--- config.mk ---
export PLATFORM = sky130hd
export DESIGN_NAME = boot_bus_arbiter
export DESIGN_NICKNAME = d
export VERILOG_FILES = /design/src/rtl/boot_bus_arbiter.sv
export SDC_FILE = /design/constraint.sdc
export NUM_CORES = 1
export LEC_CHECK = 0
export CORE_AREA = 2 2 127 129
export DETAILED_ROUTE_END_ITERATION = 8
export DIE_AREA = 0 0 129 131
export HOLD_SLACK_MARGIN = 0.05
export SLEW_MARGIN = 10
export SYNTH_ARGS = -nofsm -noshare
export SYNTH_HDL_FRONTEND = slang
export SYNTH_SLANG_ARGS = --single-unit
--- constraint.sdc ---
create_clock -name clk -period 2.8 [get_ports clk]
set_input_delay 0.28 -clock clk [delete_from_list [all_inputs] [get_ports clk]]
set_output_delay 0.28 -clock clk [all_outputs]
set_load 0.02 [all_outputs]
--- src/rtl/boot_bus_arbiter.sv ---
// AHB-Lite arbiter sharing one memory slave between the SPI boot loader (M0) and the core data port (M1).
// Define ARB_M0_ERR_EN to answer masked loader transfers with a two-cycle ERROR instead of a silent OKAY.
module boot_bus_arbiter #(
  parameter int ADDR_W    = 32,
  parameter int DATA_W    = 32,
  parameter bit GRANT_RST = 1'b0
) (
  input  logic              clk,
  input  logic              reset,
  input  logic              boot_active,
  input  logic [ADDR_W-1:0] m0_haddr,
  input  logic [1:0]        m0_htrans,
  input  logic              m0_hwrite,
  input  logic [2:0]        m0_hsize,
  input  logic [DATA_W-1:0] m0_hwdata,
  output logic              m0_hready,
  output logic              m0_hresp,
  output logic [DATA_W-1:0] m0_hrdata,
  input  logic [ADDR_W-1:0] m1_haddr,
  input  logic [1:0]        m1_htrans,
  input  logic              m1_hwrite,
  input  logic [2:0]        m1_hsize,
  input  logic [DATA_W-1:0] m1_hwdata,
  output logic              m1_hready,
  output logic              m1_hresp,
  output logic [DATA_W-1:0] m1_hrdata,
  output logic [ADDR_W-1:0] s_haddr,
  output logic [1:0]        s_htrans,
  output logic              s_hwrite,
  output logic [2:0]        s_hsize,
  output logic [DATA_W-1:0] s_hwdata,
  input  logic              s_hready,
  input  logic              s_hresp,
  input  logic [DATA_W-1:0] s_hrdata,
  output logic [15:0]       m0_drop_cnt
);

  typedef enum logic [1:0] {
    OWN_NONE = 2'd0,
    OWN_M0   = 2'd1,
    OWN_M1   = 2'd2,
    OWN_DROP = 2'd3
  } own_e;

  logic        addrGnt_q, addrGnt_d;
  own_e        dataOwn_q, dataOwn_d;
  logic [15:0] dropCnt_q, dropCnt_d;

  logic m0Req, m1Req, m0Masked, gntMasked, gntReq, dropAcc;
  logic m0Erring, m0ErrReady;

  assign m0Req     = m0_htrans[1];
  assign m1Req     = m1_htrans[1];
  assign m0Masked  = ~boot_active;
  assign gntMasked = ~addrGnt_q & m0Masked;
  assign gntReq    = addrGnt_q ? m1Req : m0Req;

  // Every masked loader transfer that sees hready high has been accepted and must be counted.
  assign dropAcc     = ~reset & m0Masked & m0Req & m0_hready;
  assign m0_drop_cnt = dropCnt_q;

`ifdef ARB_M0_ERR_EN
  typedef enum logic [1:0] {
    ERR_IDLE   = 2'd0,
    ERR_FIRST  = 2'd1,
    ERR_SECOND = 2'd2
  } err_e;

  err_e err_q, err_d;

  always_comb begin
    err_d = ERR_IDLE;
    if (dropAcc)                 err_d = ERR_FIRST;
    else if (err_q == ERR_FIRST) err_d = ERR_SECOND;
  end

  assign m0Erring   = (err_q != ERR_IDLE);
  assign m0ErrReady = (err_q == ERR_SECOND);
`else
  assign m0Erring   = 1'b0;
  assign m0ErrReady = 1'b0;
`endif

  always_comb begin
    s_haddr  = addrGnt_q ? m1_haddr  : m0_haddr;
    s_hwrite = addrGnt_q ? m1_hwrite : m0_hwrite;
    s_hsize  = addrGnt_q ? m1_hsize  : m0_hsize;
    s_htrans = addrGnt_q ? m1_htrans : m0_htrans;
    if (reset || gntMasked) s_htrans = 2'b00;
    s_hwdata = (dataOwn_q == OWN_M1) ? m1_hwdata : m0_hwdata;
  end

  // Grant and data ownership only move on a cycle where the slave is ready.
  always_comb begin
    addrGnt_d = addrGnt_q;
    dataOwn_d = dataOwn_q;
    dropCnt_d = dropCnt_q;
    if (s_hready) begin
      if (!boot_active)  addrGnt_d = 1'b1;
      else if (m0Req)    addrGnt_d = 1'b0;
      else if (m1Req)    addrGnt_d = 1'b1;

      if (!gntReq)        dataOwn_d = OWN_NONE;
      else if (addrGnt_q) dataOwn_d = OWN_M1;
      else if (gntMasked) dataOwn_d = OWN_DROP;
      else                dataOwn_d = OWN_M0;
    end
    if (dropAcc && dropCnt_q != 16'hFFFF) dropCnt_d = dropCnt_q + 16'd1;
  end

  always_comb begin
    m0_hready = 1'b1;
    m0_hresp  = 1'b0;
    m0_hrdata = '0;
    if (!reset) begin
      if (m0Erring) begin
        m0_hready = m0ErrReady;
        m0_hresp  = 1'b1;
      end else if (dataOwn_q == OWN_M0) begin
        m0_hready = s_hready;
        m0_hresp  = s_hresp;
        m0_hrdata = s_hrdata;
      end else if (!m0Masked && !addrGnt_q) begin
        m0_hready = s_hready;
      end else if (m0Req && !m0Masked) begin
        m0_hready = 1'b0;
      end
    end
  end

  always_comb begin
    m1_hready = 1'b1;
    m1_hresp  = 1'b0;
    m1_hrdata = '0;
    if (!reset) begin
      if (dataOwn_q == OWN_M1) begin
        m1_hready = s_hready;
        m1_hresp  = s_hresp;
        m1_hrdata = s_hrdata;
      end else if (addrGnt_q) begin
        m1_hready = s_hready;
      end else if (m1Req) begin
        m1_hready = 1'b0;
      end
    end
  end

  always_ff @(posedge clk or posedge reset) begin
    if (reset) begin
      addrGnt_q <= GRANT_RST;
      dataOwn_q <= OWN_NONE;
      dropCnt_q <= '0;
`ifdef ARB_M0_ERR_EN
      err_q     <= ERR_IDLE;
`endif
    end else begin
      addrGnt_q <= addrGnt_d;
      dataOwn_q <= dataOwn_d;
      dropCnt_q <= dropCnt_d;
`ifdef ARB_M0_ERR_EN
      err_q     <= err_d;
`endif
    end
  end

endmodule

# Yosys cells after proc, flatten, opt, wreduce, memory -nomap -nowiden

Cells that the tools add are included.

Multiplexer cells: 29
Equal/unequal tests: 4
Add/sub/neg operators: 1
Bitwise operators: 7
Reduce and logical (&&, ||, !) cells: 6

Operator list:

| cell                                           | number |
|---|---|
| two-way mux 32 bit                             | 6 |
| two-way mux 1 bit                              | 17 |
| adder 16 x 1 -> 16 bit (second input constant) | 1 |
| != test 16 bit (second input constant)         | 1 |
| two-way mux 2 bit                              | 5 |
| bitwise AND 1 bit                              | 4 |
| logical AND 1 bit                              | 3 |
| two-way mux 3 bit                              | 1 |
| != test 3 x 1 -> 1 bit (second input constant) | 1 |
| inverter 1 bit                                 | 3 |
| == test 2 x 1 -> 1 bit (second input constant) | 1 |
| == test 2 bit (second input constant)          | 1 |
| AND reduction 2 bit                            | 1 |
| zero test 1 bit                                | 1 |
| logical OR 1 bit                               | 1 |

Output and inout port bits: 154
Input bits: 177
Flip-flop bits (word level): 19
Logic and storage cells: 50

# Longest topological paths before layout

Word-level depth: 7
Mapped depth: 6
Mapped depth without buffers: 4

# Worst setup path after synthesis

No wires, ideal clock.

Path type: input-to-output
Start: input port reset
End: output port m1_hready
Data arrival time: 1.784 ns
Stages on the path: 3
Required time: 2.520 ns
Path buffers: 1
Setup slack: 0.736 ns
Cells stage by stage: clkinv_1 > clkbuf_1 > o311ai_0

Cells in the longest elaborated chain, start to end: 1

Ends and longest elaborated chain:

| what               | line | text |
|---|---|---|
| start: declaration | 9    | `input logic reset,` |
| two-way mux 1 bit  | 135  | `if (!reset) begin` |
| end: declaration   | 24   | `output logic m1_hready,` |

No other way between the ends.

# Worst setup path in the final report

Start: register dataOwn_q[0]
End: output port m1_hrdata[14]

Cells in the longest elaborated chain, start to end: 3

Ends and longest elaborated chain:

| what                     | line | text |
|---|---|---|
| start: declaration       | 46   | `own_e dataOwn_q, dataOwn_d;` |
| start signal: assignment | 158  | `dataOwn_q <= dataOwn_d;` |
| == test 2 bit            | 136  | `if (dataOwn_q == OWN_M1) begin` |
| two-way mux 32 bit       | 136  |  |
| two-way mux 32 bit       | 135  |  |
| end: declaration         | 26   | `output logic [DATA_W-1:0] m1_hrdata,` |

No other way between the ends.

==> flow_summary.json <==
{
  "outcome": "complete, no violations",
  "r2r-end": "m0_drop_cnt[9]",
  "grt.total_usage": 0.139,
  "numCtsBuffers": 3,
  "synth_top_area_cell": "nand2_1",
  "p_leak_nw": 2.40,
  "drtAntennaViolNets": 0,
  "hold_viol": 0,
  "hpwl_um": 11000,
  "grt_antenna_before_repair": 0,
  "dp_slack_ps": 391,
  "gr-total-overflow": 0,
  "min_period_ps": 2540,
  "timing.fmax_mhz": 393,
  "synth_top_area_share": 0.216,
  "drv_cap": 0,
  "grt_pass1_wl_um": 18600,
  "coreArea_um2": 15600,
  "cp_cell_sequence": "inv_1 -> nand2_2 -> buf_4 -> nor2_1 -> clkdlybuf4s50_1",
  "cts_hold_buf": 0,
  "finalInstanceArea_um2": 5980,
  "synth_warnings": 0,
  "cts_resized": 0,
  "start_util": 0.149,
  "synthesis.nets": 538,
  "max-vdd-ir-drop_mv": 0.291,
  "holdWs_ps": 493,
  "synthCells": 360,
  "synthFlopType": "dfrtp_1",
  "reg2reg_from": "dataOwn_q[1]",
  "yosysMostFrequentCell": "nand2_1",
  "max_stage_delay_ps": 620,
  "min_period_over_period": 0.908,
  "min_path_type": "reg -> reg",
  "endpoint": "m1_hrdata[14]",
  "multi_input_comb_area_um2": 1740,
  "cp_top_family": "buffers and inverters",
  "core.rowCount": 46,
  "design.final.nets": 859,
  "drc": 0,
  "crit_fanout": 29,
  "slowest_stage": "clkdlybuf4s50_1",
  "grt_max_degree": 33,
  "gp_congestion": 0.802,
  "die_area_um2": 16900,
  "ys_ff_latch": 19,
  "grt_pass1_vias": 3326,
  "firstDrtPassIters": 4,
  "dpl_cell_area_um2": 5900,
  "fillCellCount": 1617,
  "htreeDepth": 1,
  "cts_root_buf": "clkbuf_16",
  "rrSetupSlack_ps": 900,
  "synth_area_per_cell_um2": 6.46,
  "fin_util": 0.384,
  "regArea_um2": 477,
  "r2r_cells": 5,
  "setup_violations": 0,
  "worst_setup_path_start_kind": "flip-flop",
  "dieHeight_um": 131,
  "netlist_top_cells_count": "134 x nand2_1, 71 x nor2_1, 36 x mux2_2",
  "clkSinkCount": 19,
  "skew_ps": 2.09,
  "syn_area_um2": 2330,
  "crit_cells": 5,
  "critical_path_class": "reg -> out",
  "synth_area_leaders": "nand2_1 22%, dfrtp_1 20%, mux2_2 17%, nor2_1 11%, xnor2_1 4.1%",
  "synth.distinct_cells": 37,
  "wl_um": 13300,
  "ys_async_sr_fraction": 1.00,
  "via_per_inst": 3.96,
  "vias": 3549,
  "rsz0062_at_grt": "false",
  "drive_above_1_share": 0.0956,
  "cp.required_ps": 2520,
  "setup_slack_ps": 257,
  "synth_edf_count": 0,
  "io_buffers": 330,
  "syn_to_final_growth_pct": 157,
  "clock_latency_ps": 250,
  "critPathCaptureType": "primary output",
  "antenna_cells": 0,
  "wl_per_cell_um": 14.9,
  "cp-startpoint": "dataOwn_q[0]",
  "tns_ps": 0,
  "fp.dieW_um": 129,
  "maxSlewViolCount": 0,
  "cp.arrival_ps": 2260,
  "cts.path.max_buffers": 2,
  "tritoncts": "built",
  "power_density_nw_per_um2": 335,
  "clk_transition_reported_paths_ps": 50,
  "yosysSeqAreaShare": 0.204,
  "relSlewSlack": 0.614,
  "tightest_slew_ps": 577,
  "postCtsSetupRepairBufs": 0,
  "path_buf_inv": 3,
  "io_pins": 331,
  "drt_iter0_drc": 115
}
area by class of cell:
cell class,count,area share
clock buffers,4,0.0132
flip-flops and latches,19,0.0797
well taps,216,0.0452
repair buffers,343,0.571
inverters,2,0.00125
multi-input cells,312,0.290
logic make-up (layout without fill, tap and decap cells):
family / count (synthesis) / count (layout) / share of synthesized area
AND/OR/NAND/NOR: 241 / 241 / 0.443
multiplexers: 37 / 37 / 0.181
buffers and inverters: 29 / 349 / 0.0527
flip-flops: 19 / 19 / 0.204
AO/OA/AOI/OAI: 18 / 18 / 0.0570
XOR/XNOR: 15 / 15 / 0.0565
adder cells (fa/ha/maj): 1 / 1 / 0.00538
sequential cells by signal (all words and copies together), names as in the netlist:
name	cells
m0_drop_cnt	16
dataOwn_q	2
addrGnt_q	1
report_power, final:
group	internal, mW	switching (mW)	total [mW]
combinational	0.719	0.618	1.34
sequential	0.311	0.0690	0.380
clock	0.193	0.0944	0.288
layout by cell type, fill, tap and decap left out, types with 2 or more instances in the layout:
cell / synthesis / final
a211oi_2: 2 / 2
dfrtp_1: 19 / 18
buf_4: 2 / 12
mux2_2: 36 / 36
and3_1: 5 / 5
nor2_1: 71 / 71
xnor2_1: 11 / 11
and2_1: 2 / 2
o21ai_0: 3 / 3
xor2_1: 4 / 4
nand3_1: 6 / 6
nand4_1: 7 / 7
clkbuf_16: 0 / 3
nand2b_1: 3 / 2
clkdlybuf4s50_1: 0 / 330
a21oi_1: 6 / 6
and4_1: 5 / 5
nand2_1: 134 / 133
o211ai_1: 2 / 2
worst min-delay path by stage:
stage / startpoint / endpoint / slack [ps] / cells after the start
5_1_grt: m0_drop_cnt[9] / m0_drop_cnt[9] / 510 / 1
2_1_floorplan: m0_htrans[1] / addrGnt_q / 380 / 1
3_5_place_dp: m0_drop_cnt[11] / m0_drop_cnt[11] / 490 / 1
6_report: m0_drop_cnt[11] / m0_drop_cnt[11] / 490 / 1
3_3_place_gp: m0_drop_cnt[11] / m0_drop_cnt[11] / 490 / 1
4_1_cts: m0_drop_cnt[11] / m0_drop_cnt[11] / 500 / 1
metal layers:
layer	GRT usage	wire length [um]	share of wire	vias to the layer above
met5	0	0	0	-
met4	0.0256	187	0.014	0
met3	0.0346	1080	0.081	16
met2	0.245	6450	0.48	145
met1	0.173	5620	0.42	1584
li1	-	-	-	1804
per-stage QoR:
step	total power [mW]	instances
3_3_place_gp	1.73	892
2_1_floorplan	0.964	360
4_1_cts	2.03	896
5_1_grt	2.11	896
3_5_place_dp	1.72	892
6_report	2.01	896
(Power assumes the default switching activity.)
